<file path="src/rtl/riscv_cnt_pkg.sv">
// Shared types and constants for the RISC-V event counter bank.
// Overflow interrupt support is enabled by defining RISCV_CNT_OVF_IRQ_EN.
package riscv_cnt_pkg;

  typedef enum logic [1:0] {
    HALF_NONE = 2'b00,
    HALF_LO   = 2'b01,
    HALF_HI   = 2'b10,
    HALF_ALL  = 2'b11
  } cnt_half_e;

  localparam logic [127:0] CNT_RST_VAL = '0;

endpackage

</file>
<file path="src/rtl/riscv_cnt_slice.sv">
// One event counter: half-write mux, increment adder, inhibit gate.
// The carry-out port exists only when RISCV_CNT_OVF_IRQ_EN is defined.
module riscv_cnt_slice
  import riscv_cnt_pkg::*;
#(
  parameter int WIDTH = 64,
  parameter int INC_W = 2
) (
  input  logic             clk,
  input  logic             rst,
  input  logic [INC_W-1:0] inc,
  input  logic             inh,
  input  logic             wr_en,
  input  logic [1:0]       wr_mask,
  input  logic [WIDTH-1:0] wr_data,
`ifdef RISCV_CNT_OVF_IRQ_EN
  output logic             carry,
`endif
  output logic [WIDTH-1:0] cnt
);

  localparam int HALF = WIDTH / 2;

  logic [WIDTH:0] sum;
  logic           wr_hit;

  assign sum    = {1'b0, cnt} + {{(WIDTH + 1 - INC_W){1'b0}}, inc};
  assign wr_hit = wr_en && (wr_mask != 2'b00);

`ifdef RISCV_CNT_OVF_IRQ_EN
  // A write takes priority, so a dropped increment never overflows.
  assign carry = sum[WIDTH] && !inh && !wr_hit;
`endif

  always_ff @(posedge clk or posedge rst) begin
    if (rst) begin
      cnt <= CNT_RST_VAL[WIDTH-1:0];
    end else if (wr_en) begin
      unique case (cnt_half_e'(wr_mask))
        HALF_LO:  cnt[HALF-1:0]     <= wr_data[HALF-1:0];
        HALF_HI:  cnt[WIDTH-1:HALF] <= wr_data[WIDTH-1:HALF];
        HALF_ALL: cnt               <= wr_data;
        default: begin
          if (!inh) cnt <= sum[WIDTH-1:0];
        end
      endcase
    end else if (!inh) begin
      cnt <= sum[WIDTH-1:0];
    end
  end

endmodule

</file>
<file path="src/rtl/riscv_counter_bank.sv">
// Bank of event counters with CSR write/read ports and inhibit mask.
// Define RISCV_CNT_OVF_IRQ_EN to add overflow flags and interrupt.
module riscv_counter_bank
  import riscv_cnt_pkg::*;
#(
  parameter int NUM_CNT = 4,
  parameter int WIDTH   = 64,
  parameter int INC_W   = 2,
  parameter int AW      = (NUM_CNT > 1) ? $clog2(NUM_CNT) : 1
) (
  input  logic                     clk,
  input  logic                     rst,
  input  logic [NUM_CNT*INC_W-1:0] inc_vec,
  input  logic                     wr_en,
  input  logic [AW-1:0]            wr_addr,
  input  logic [1:0]               wr_mask,
  input  logic [WIDTH-1:0]         wr_data,
  input  logic                     inh_wr_en,
  input  logic [NUM_CNT-1:0]       inh_wr_data,
  output logic [NUM_CNT-1:0]       inh_mask,
`ifdef RISCV_CNT_OVF_IRQ_EN
  input  logic [NUM_CNT-1:0]       ovf_clr,
  output logic [NUM_CNT-1:0]       ovf_flags,
  output logic                     ovf_irq,
`endif
  input  logic [AW-1:0]            rd_addr,
  output logic [WIDTH-1:0]         rd_data
);

  logic [WIDTH-1:0]   cnt [NUM_CNT];
  logic [WIDTH-1:0]   rd_mux;
`ifdef RISCV_CNT_OVF_IRQ_EN
  logic [NUM_CNT-1:0] carry;
`endif

  for (genvar i = 0; i < NUM_CNT; i++) begin : g_cnt
    riscv_cnt_slice #(
      .WIDTH (WIDTH),
      .INC_W (INC_W)
    ) u_slice (
      .clk     (clk),
      .rst     (rst),
      .inc     (inc_vec[i*INC_W +: INC_W]),
      .inh     (inh_mask[i]),
      .wr_en   (wr_en && (wr_addr == AW'(i))),
      .wr_mask (wr_mask),
      .wr_data (wr_data),
`ifdef RISCV_CNT_OVF_IRQ_EN
      .carry   (carry[i]),
`endif
      .cnt     (cnt[i])
    );
  end

  // Unmapped addresses match no slice and read back as zero.
  always_comb begin
    rd_mux = '0;
    for (int i = 0; i < NUM_CNT; i++) begin
      if (rd_addr == AW'(i)) rd_mux = cnt[i];
    end
  end

  always_ff @(posedge clk or posedge rst) begin
    if (rst) rd_data <= '0;
    else     rd_data <= rd_mux;
  end

  always_ff @(posedge clk or posedge rst) begin
    if (rst)            inh_mask <= '0;
    else if (inh_wr_en) inh_mask <= inh_wr_data;
  end

`ifdef RISCV_CNT_OVF_IRQ_EN
  always_ff @(posedge clk or posedge rst) begin
    if (rst) begin
      ovf_flags <= '0;
      ovf_irq   <= 1'b0;
    end else begin
      ovf_flags <= (ovf_flags & ~ovf_clr) | carry;
      ovf_irq   <= |(ovf_flags & ~inh_mask);
    end
  end
`endif

endmodule
</file>
<file path="config.mk">
export PLATFORM = sky130hd
export DESIGN_NAME = riscv_counter_bank
export DESIGN_NICKNAME = d
export VERILOG_FILES = /design/src/rtl/riscv_cnt_pkg.sv /design/src/rtl/riscv_cnt_slice.sv /design/src/rtl/riscv_counter_bank.sv
export SDC_FILE = /design/constraint.sdc
export NUM_CORES = 1
export LEC_CHECK = 0
export CAP_MARGIN = 10
export CORE_ASPECT_RATIO = 0.9
export CORE_MARGIN = 2
export CORE_UTILIZATION = 31
export CTS_CLUSTER_SIZE = 28
export DETAILED_ROUTE_END_ITERATION = 16
export HOLD_SLACK_MARGIN = 0.15
export PLACE_DENSITY = 0.57
export SLEW_MARGIN = 20
export SYNTH_ARGS = -nofsm -noshare
export SYNTH_HDL_FRONTEND = slang
export SYNTH_HIERARCHICAL = 1
export SYNTH_SLANG_ARGS = --single-unit
export TNS_END_PERCENT = 100
</file>
<file path="constraint.sdc">
create_clock -name clk -period 4.68 [get_ports clk]
set_clock_uncertainty 0.1 [all_clocks]
set_input_delay 0.468 -clock clk [delete_from_list [all_inputs] [get_ports clk]]
set_output_delay 0.468 -clock clk [all_outputs]
set_load 0.005 [all_outputs]
</file>
==> results.toml <==
[global_routing]
grt_pass1_wl_mm = 131
grt-ovfl-total = 0
antenna_found_initial = 7
grt_max_degree = 50
grt_pass1_vias = 18800
gr-usage-all-layers_pct = 26.4

[timing]
fin_crit_ns = 3.67
slew_violations = 0
slew_headroom_pct = 29.3
worst_slew_pin_slew_ns = 1.06
finalCritPeriodShare_pct = 78.4
setup-tns-final_ns = 0
rsz0062_at_grt = "false"
fmaxAchievable_mhz = 273
hold_viol = 0
setup_viol = 0

[finish]
drive_gt1_share_pct = 10.9
area_delta_synth_final_pct = 18.5
nFillCells = 6458
fin_nets = 2428
utilization_pct = 37.3

[synthesis]
avgSynthCellArea_um2 = 9.21
ys.warnings.count = 6
yosys-top-cells-count = "324 x dfrtp_1, 245 x nand2_1, 165 x nand3_1"
syn_area_um2 = 20300
yosysMostFrequentCell = "dfrtp_1"
netlist_instances = 2201
yosys.area.top_type = "dfrtp_1"
synth_flop_cell = "dfrtp_1"
yosysTopAreaCellShare_pct = 40.0
syn-num-nets = 2299
synth-edff-count = 0
synth.area.top_cells = "dfrtp_1 40%, mux4_2 6.7%, nand2_1 4.5%, nand3_1 4.1%, nor2_1 2.9%"
ys_seq_elements = 324
seq_area_frac_synth_pct = 40.0
ys_async_sr_fraction_pct = 100
ys_types = 80

[clock_network]
clk_latency_ns = 0.58
cts_buffer_depth = 3
cts_made_buffers = 40
htreeDepth = 2
ctsHoldBuffers = 0
clock_sinks = 324
cts_root_buf = "clkbuf_16"
ctsResizeCount = 0
postCtsSetupRepairBufs = 0
cts_tree = "yes"
clk_pin_slew_ns = 0.06

[route]
viasPerCell = 6.25
wl_per_cell_um = 28.0
drt_wl_total_mm = 90.2
dr.pass1.iters = 6
num_vias = 20100
drc_errors = 0
drt_iter0_markers = 2717
ant_nets = 0

[power]
pwr-share-comb_pct = 24.2
p_clk_share_pct = 29.7
seqPwrFrac_pct = 46.0
cellPowerDensity_nw_per_um2 = 440
p_switching_w = 0.00394
leakagePower_nw = 8.94
ir_drop_v = 0.000219
p_sw_share_pct = 37.3
internal-power_w = 0.00663

[place]
place.gp.congestion = 0.989
hpwl_mm = 69.2
portBuffers = 153

[worst_setup_path]
crit_fanout = 8
reg2reg_depth = 9
critPathKind = "reg -> reg"
critPathMaxStageDelay_ns = 0.75
rr_endpoint = "g_cnt[1].u_slice/cnt[52]"
cp_slowest_cell = "or4_1"
path_cells = "ha_1 -> inv_1 -> fa_1 -> nor3b_2 -> or4b_1 -> or4_1 -> nand2b_4 -> or3_1 -> nand3_1"
crit_buf_inv = 1
path_depth = 9
timing.critical_path.max_delay_family = "simple AND/OR/NAND/NOR gates"
r2r-start = "g_cnt[1].u_slice/cnt[0]"
crit_path_start_kind = "register"
crit_required_ns = 5.08
arrival_ns = 4.07
worst_setup_path_end_kind = "register"
rrSetupSlack_ns = 1.01

[floorplanning]
core_area_um2 = 64400
start_util_pct = 31.5
top_level_ports = 154
rows = 88
fp.dieH_um = 247
dieWidth_um = 274
die_area_um2 = 67500

[worst_hold_path]
holdPathEnd = "inh_mask[1]"
min_from = "inh_wr_data[1]"
hold_depth = 2
min_path_type = "in -> reg"

[run]
drv_cap = 0

[run_status]
status = "complete, no violations"
==> power by group through the flow <==
stage | Combinational, W | Sequential [W] | Clock [W]
after floorplan | 0.00155 | 0.00422 | 0
after global placement | 0.00248 | 0.00479 | 0
after detailed placement | 0.00253 | 0.00481 | 0
after CTS | 0.00253 | 0.00478 | 0.00321
after global routing | 0.00278 | 0.00494 | 0.00331
final | 0.00256 | 0.00487 | 0.00314
==> registers in the layout, indices dropped and copies added (netlist names) <==
name,cells
g_cnt.u_slice/cnt,256
rd_data,64
inh_mask,4
==> cell families after synthesis <==
kind of cell / after synthesis / share of synthesized area [%]
simple gates: 1012 / 26.6
buf+inv: 178 / 3.89
compound gates: 538 / 18.1
mux: 89 / 8.44
fa+ha+maj: 12 / 0.889
flops: 324 / 40.0
xor+xnor: 48 / 2.07
==> area by class of cell <==
type	count	area, µm²	share of cell area, %
Clock buffer	54	1130	4.72
Multi-Input combinational cell	1699	11400	47.4
Timing Repair Buffer	211	1950	8.14
Antenna cell	6	15.0	0.0625
Tap cell	855	1070	4.45
Clock inverter	18	159	0.661
Inverter	54	206	0.859
Sequential cell	324	8110	33.8
==> through the flow <==
step                hold slack [ns]  instance area [µm²]  total power [W]  setup slack (ns)  std cells
floorplan                     0.402                20300          0.00577              1.56       2201
global route                  0.406                24000           0.0110             0.838       3217
detailed placement            0.459                22700          0.00734             0.600       3143
global placement              0.462                22700          0.00727             0.590       3143
finish                        0.400                24000           0.0106              1.01       3221
CTS                           0.379                24000           0.0105              1.04       3215
==> per-layer routing <==
layer  share of wire (%)  track usage (%)
met1                  44             39.1
met2                  40             36.0
met3                  13             8.88
met4                 2.8             7.36
met5               0.028                0
==> worst max-delay path by stage <==
stage	start	to
after CTS	g_cnt[1].u_slice/cnt[0]	g_cnt[1].u_slice/cnt[48]
after global placement	inc_vec[4]	g_cnt[2].u_slice/cnt[52]
final	g_cnt[1].u_slice/cnt[0]	g_cnt[1].u_slice/cnt[52]
after detailed placement	inc_vec[4]	g_cnt[2].u_slice/cnt[46]
after floorplan	inc_vec[2]	g_cnt[1].u_slice/cnt[48]
after global routing	g_cnt[2].u_slice/cnt[0]	g_cnt[2].u_slice/cnt[46]
==> cell usage in the layout (no fill, tap or decap), drive strengths merged, types with 8 or more instances in the layout <==
master,count
nand2b,28
a22oi,54
nor2,168
and4,40
inv,54
or2,11
and3,29
mux2i,21
nor4,39
clkbuf,54
xor2,28
and2,30
o21ai,114
nand4,80
nand3,171
a31oi,13
ha,8
a21oi,95
a311oi,15
xnor2,20
nand2,245
buf,61
nor3,79
dfrtp,324
o21a,9
o311ai,32
clkinv,13
or3,38
clkdlybuf4s50,150
or4,28
o32ai,8
o41ai,11
a221o,23
o22ai,31
o211ai,49
a211oi,20
mux4,64
a21o,11
Note: power is estimated with default switching activity, not from simulation.
